<file path="config.mk">
export PLATFORM = sky130hd
export DESIGN_NAME = row_encoder
export DESIGN_NICKNAME = d
export VERILOG_FILES = /design/src/rtl/row_enc_pkg.sv /design/src/rtl/prio_enc.sv /design/src/rtl/row_encoder.sv
export SDC_FILE = /design/constraint.sdc
export NUM_CORES = 1
export LEC_CHECK = 0
export ABC_AREA = 1
export CORE_UTILIZATION = 57
export DETAILED_ROUTE_END_ITERATION = 6
export PLACE_DENSITY = 0.87
export SYNTH_ARGS = -nofsm -noshare
export SYNTH_HDL_FRONTEND = slang
export SYNTH_SLANG_ARGS = --single-unit
</file>
<file path="constraint.sdc">
create_clock -name clk -period 3.9 [get_ports clk]
set_input_delay 0.78 -clock clk [delete_from_list [all_inputs] [get_ports clk]]
set_output_delay 0.78 -clock clk [all_outputs]
set_load 0.02 [all_outputs]
</file>
<file path="src/rtl/row_enc_pkg.sv">
// row_enc_pkg: shared defaults and FSM state type for the row encoder.
package row_enc_pkg;
  localparam int ROWS_DEF = 16;
  localparam int AW_DEF = 4;
  typedef enum logic {IDLE, SERVE} state_t;
endpackage

</file>
<file path="src/rtl/prio_enc.sv">
// prio_enc: lowest-set-bit index of a ROWS-wide vector plus an any-bit flag.
module prio_enc
  import row_enc_pkg::*;
#(
  parameter int ROWS = ROWS_DEF,
  parameter int AW = AW_DEF
) (
  input  logic [ROWS-1:0] vec,
  output logic [AW-1:0]   idx,
  output logic            any
);
  always_comb begin
    idx = '0;
    for (int i = ROWS - 1; i >= 0; i--) idx = vec[i] ? AW'(i) : idx;
    any = |vec;
  end
endmodule

</file>
<file path="src/rtl/row_encoder.sv">
// row_encoder: accepts a multi-hot row vector and streams out the set row indices, lowest first.
module row_encoder
  import row_enc_pkg::*;
#(
  parameter int ROWS = ROWS_DEF,
  parameter int AW = AW_DEF
) (
  input  logic            clk,
  input  logic            rst,
  input  logic            req_valid,
  output logic            req_ready,
  input  logic [ROWS-1:0] req_vec,
  input  logic            flush,
  output logic            addr_valid,
  input  logic            addr_ready,
  output logic [AW-1:0]   addr_out,
  output logic            addr_last,
  output logic [AW:0]     req_count,
  output logic            zero_err
);
  state_t state, state_nxt;
  logic [ROWS-1:0] pending, pending_nxt;
  logic [AW:0] pop;
  logic any, accept, xfer;
  prio_enc #(.ROWS(ROWS), .AW(AW)) u_prio (.vec(pending), .idx(addr_out), .any(any));
  assign req_ready = state == IDLE;
  assign addr_valid = (state == SERVE) & any;
  // exactly one bit left: clearing the lowest set bit leaves nothing
  assign addr_last = addr_valid & ~|(pending & (pending - ROWS'(1)));
  assign accept = req_valid & req_ready;
  assign xfer = addr_valid & addr_ready & ~flush;
  always_comb begin
    pop = '0;
    for (int i = 0; i < ROWS; i++) pop = pop + (AW+1)'(req_vec[i]);
  end
  always_comb begin
    state_nxt = state;
    pending_nxt = pending;
    if (state == IDLE) begin
      pending_nxt = accept ? req_vec : pending;
      state_nxt = (accept && |req_vec) ? SERVE : IDLE;
    end else if (flush) begin
      pending_nxt = '0;
      state_nxt = IDLE;
    end else if (xfer) begin
      pending_nxt = pending & ~(ROWS'(1) << addr_out);
      state_nxt = addr_last ? IDLE : SERVE;
    end
  end
  always_ff @(posedge clk or posedge rst)
    if (rst) state <= IDLE;
    else state <= state_nxt;
  always_ff @(posedge clk or posedge rst)
    if (rst) begin
      pending <= '0;
      req_count <= '0;
      zero_err <= 1'b0;
    end else begin
      pending <= pending_nxt;
      req_count <= accept ? pop : req_count;
      zero_err <= accept & ~|req_vec;
    end
endmodule

</file>
* Yosys cells after proc, flatten, opt, wreduce, memory -nomap -nowiden
Cells that the tools add are included.
** Storage, ports and cells
- Register bits :: 23
- Input bits :: 21
- Output and inout bits :: 13
- Word-level logic and storage cells :: 66
** Operators by class
- Add/subtract/negate cells :: 16
- Equality and inequality tests :: 1
- Shift-type cells :: 1
- Multiplexer cells :: 25
- Bitwise logic cells :: 11
- Reduce and logical (&&, ||, !) cells :: 8
** Operators with widths (number)
- 2-to-1 mux 16 bit :: 4
- 2-to-1 mux 4 bit :: 16
- adder 5 x 1 -> 5 bit :: 11
- OR reduction 16 bit :: 3
- bitwise AND 16 bit :: 2
- inverter 16 bit :: 1
- left shift 1 x 4 -> 16 bit (first input constant) :: 1
- subtractor 16 x 1 -> 16 bit (second input constant) :: 1
- bitwise AND 1 bit :: 6
- adder 4 x 1 -> 5 bit :: 1
- 2-to-1 mux 1 bit :: 5
- adder 3 x 1 -> 4 bit :: 1
- adder 2 x 1 -> 3 bit :: 1
- != test 3 x 2 -> 1 bit (second input constant) :: 1
- adder 1 x 1 -> 2 bit :: 1
- logical NOT 1 bit :: 2
- inverter 1 bit :: 2
- AND reduction 2 bit :: 1
- nonzero test 2 bit :: 1
- logical AND 1 bit :: 1

* Depth between registers and ports, before layout
Gate-level depths: netlist of run 1.
- Word-level depth :: 22
- Mapped depth :: 14

* Modules after synthesis
From an unflattened synthesis of run 1, not the netlist that was laid out.
** Second synthesis, totals
- Cell total of the unflattened synthesis :: 303
- Area total of the unflattened synthesis :: 2112.0 sq um
** By module, submodules not included
- row_encoder :: times used 1, cells each 254, area each 1903.1 sq um, sequential area each 575.6 sq um
- prio_enc :: times used 1, cells each 49, area each 209.0 sq um, sequential area each 0.0 sq um

* Worst setup path after synthesis of run 1
No wires, ideal clock.
- Path kind :: input to register
- Start point :: in req_vec[0]
- End point :: reg req_count[2]
- Setup time :: 0.121 ns
- Arrival :: 3.699 ns
- Slack :: 0.080 ns
- Cell stages on the path :: 12
- Path buffers :: 0
- Cells stage by stage :: fa_1 -> inv_1 -> fa_1 -> fa_1 -> fa_1 -> inv_1 -> ha_1 -> inv_1 -> fa_1 -> nor2_1 -> nor2_1 -> a22o_1
** On the way
- Longest elaborated chain between the ends :: 15
** RTL lines
- from (decl) :: line row_encoder.sv:12 : input logic [ROWS-1:0] req_vec,
- adder 1 x 1 -> 2 bit :: line row_encoder.sv:34 : for (int i = 0; i < ROWS; i++) pop = pop + (AW+1)'(req_vec[i]);
- adder 2 x 1 -> 3 bit :: line row_encoder.sv:34
- adder 3 x 1 -> 4 bit :: line row_encoder.sv:34
- adder 4 x 1 -> 5 bit :: line row_encoder.sv:34
- adder 5 x 1 -> 5 bit (11 in series) :: line row_encoder.sv:34
- to (signal assigned) :: line row_encoder.sv:60 : req_count <= accept ? pop : req_count;
- to (decl) :: line row_encoder.sv:18 : output logic [AW:0] req_count,
No other way between the ends.
A chain may end at the register's enable or synchronous reset.

* Worst setup path after layout of run 1
- Start point :: in req_vec[7]
- End point :: reg req_count[2]
** On the way
- Longest elaborated chain between the ends :: 9
** RTL lines (line)
- adder 5 x 1 -> 5 bit (9 in series) :: row_encoder.sv:34
No other way between the ends.

==> results of run 1 <==
cell families after synthesis:
kind of cell | after synthesis | synth area share (%)
simple gates | 125 | 27.1
buf+inv | 61 | 12.8
fa+ha+maj | 16 | 14.1
compound gates | 47 | 16.5
flops | 23 | 29.5
tightest hold or removal path, cell delays in order, from the launching register on:
cell	delay (ps)
dfrtp_1	370
nand2_1	50
nand2_1	60
through the flow:
stage | setup TNS (ps) | power, mW | setup slack [ps] | util [%]
2_1_floorplan | 0 | 0.835 | 79.8 | -
3_5_place_dp | -1630 | 1.05 | -521 | 74.4
5_1_grt | -36.8 | 1.32 | -36.8 | 76.0
3_3_place_gp | -1330 | 1.03 | -449 | 74.4
4_1_cts | 0 | 1.17 | 0.915 | 75.3
6_report | 0 | 1.22 | 50.4 | 76.0
placed cells by master, fill, tap and decap left out, types with 4 or more instances in the layout:
cell             Yosys  final
o21ai_0             22     21
inv_1               50     46
nor4_1               4      4
nor2_1              43     42
buf_4                1      8
dlymetal6s2s_1       0      5
inv_2                3      7
nand3_1              6      6
ha_1                 6      5
nand2_1             53     53
a21oi_1              8      8
dfrtp_1             23     23
a31oi_2              7      7
fa_1                10      9
clkdlybuf4s50_1      0     24
nand4_1              8      8
nor3_1               6      6
layer usage:
metal  up-vias  track usage (%)
met1       872             41.9
li1        945                -
met5         -                0
met3        10             3.41
met4         0             10.4
met2        81             50.1
state kept, by name, indices dropped and copies added, names as in the netlist:
name / flops
state: 1
pending: 16
zero_err: 1
req_count: 5
cells in the mapped netlist, types with 6 or more instances:
master,count,area [sq um]
nand2_1,53,199
inv_1,50,188
nor2_1,43,161
dfrtp_1,23,576
o21ai_0,22,110
fa_1,10,200
a21oi_1,8,40.0
nand4_1,8,50.1
a31oi_2,7,87.6
ha_1,6,75.1
nand3_1,6,30.0
nor3_1,6,30.0
cell type report:
type | instances | area [sq um]
sequential | 23 | 576
multi-input combinational | 188 | 1150
tap | 44 | 55.1
fill | 245 | 756
clock buffer | 3 | 22.5
clock inverter | 1 | 7.51
inverter | 53 | 199
timing repair buffer | 41 | 390
how the worst min path moves through the flow:
stage,start,endpoint,cells past startpoint
after global routing,req_count[0],req_count[0],2
final,req_count[0],req_count[0],2
after floorplan,pending[7],pending[7],2
after global placement,req_count[0],req_count[0],2
after CTS,req_count[0],req_count[0],2
after detailed placement,req_count[0],req_count[0],2
report_power, final:
group	internal, mW	total, mW	switching, mW	leakage [nW]
sequential	0.307	0.377	0.0692	0.282
clock	0.0392	0.118	0.0793	0.0139
combinational	0.297	0.722	0.426	0.893
total	0.643	1.22	0.574	1.19
what timing repair did:
item                       CTS  global route
setup endpoints to repair    3             4
cloned                       0             0
pin swaps                    6             7
gates resized for setup      8            15
==> reports/results.ini, run 1 <==
[outcome]
status=completed

[grt]
grt_util_all_layers_pct=30.3
grt_pass1_vias=1826
grt_pass1_wl_mm=8.16
grt_max_degree=33
antenna_found_initial=0
overflow=0

[sta]
setup_viol=0
skew_ps=10.1
period_share_pct=98.7
relSlewSlack_pct=40.9
hold_violations=0
holdWs_ps=503
max_freq_mhz=260
slew_viol_final=0
finalCriticalPeriod_ps=3850
tightest_slew_ps=886

[synth]
yosys_register_bits=23
async_flop_share_pct=100
ys.flop_type=dfrtp_1
yosysWarnings=0
ys_seq_area_share_pct=29.5
synth-edff-count=0
syn_area_sq_mm=0.00195
synth.avg_cell_area_sq_um=7.17
synth_fp_nets=309
yosysUniqueCellTypes=28
syn-instance-count=272

[detailed_routing]
wl_met1_mm=2.14
via_per_inst=5.41
dr.max_layer_used=met4
drt_wl_total_mm=4.92
vias=1908
wl_per_cell_microns=13.9
dr_wl_met3_microns=276
drcViolationCount=0
drt_iter0_markers=99
ant_nets=0
wl_met2_mm=2.39
dr.pass1.iters=4

[worst_setup_path]
cp_data_arrival_time_ps=4080
crit_path_max_fanout=2
worstReg2RegEnd=pending[9]
crit_end=req_count[2]
crit_start=req_vec[7]
r2r_cells=8
slowest_delay_ps=550
crit_family=adder cells
crit_cells=13
startpoint_type=input port
crit_slowest_cell=fa_1
path_cells=dlygate4sd2_1 -> inv_2 -> fa_1 -> fa_1 -> fa_1 -> fa_1 -> inv_2 -> ha_4 -> inv_1 -> fa_2 -> nor2_4 -> nor2_1 -> a22o_1
crit_top_cell=fa_1
reg2reg_setup_slack_ps=1520
path_buf_inv=4
critPathCaptureType=register
cp.required_ps=4130
reg2reg_from=state
crit_type=in -> reg

[place]
dp_hpwl_mm=3.75
gp_congestion=0.902
io_buffers=33
dp.cells=349
post_dp_cell_area_sq_mm=0.00234

[clock_network]
cts_buffers=3
cts_tree=built
clk_pin_slew_ps=140
clockBufferDepth=2
cts_sinks=23
cts-root-buf=clkbuf_4
cts_setup_buffers=0
h-tree-depth=1
insertion_delay_ps=320
cts_hold_buffers=0

[cells_and_area]
final_cells=353
fin_area_sq_mm=0.00240
drive_gt1_share_pct=12.3
layout.nets=347
num_antenna_cells=0
syn2layout_area_growth_pct=22.9

[floorplan]
initial_core_util_pct=61.9
die_x_microns=60.5
die_area_sq_mm=0.00366
ios=34
num_rows=20
die_h_microns=60.5
core_area_sq_mm=0.00315

[power]
ir_worst_vdd_mv=0.421
leakage_nw=1.19
p_per_area_mw_per_mm2=508

[flow_run]
drv_cap=0

[worst_hold_path]
hp-class=reg -> reg

No activity file was read; power rests on OpenSTA's default activity.
==> inputs of run 2 (changes only) <==
--- a/config.mk
+++ b/config.mk
@@ -7,6 +7,7 @@
 export LEC_CHECK = 0
 export ABC_AREA = 1
 export CORE_UTILIZATION = 57
+export CTS_CLUSTER_DIAMETER = 40
 export DETAILED_ROUTE_END_ITERATION = 6
 export PLACE_DENSITY = 0.87
 export SYNTH_ARGS = -nofsm -noshare
==> results of run 2 <==
Final layout, timing and power as in run 1 (identical DEF).
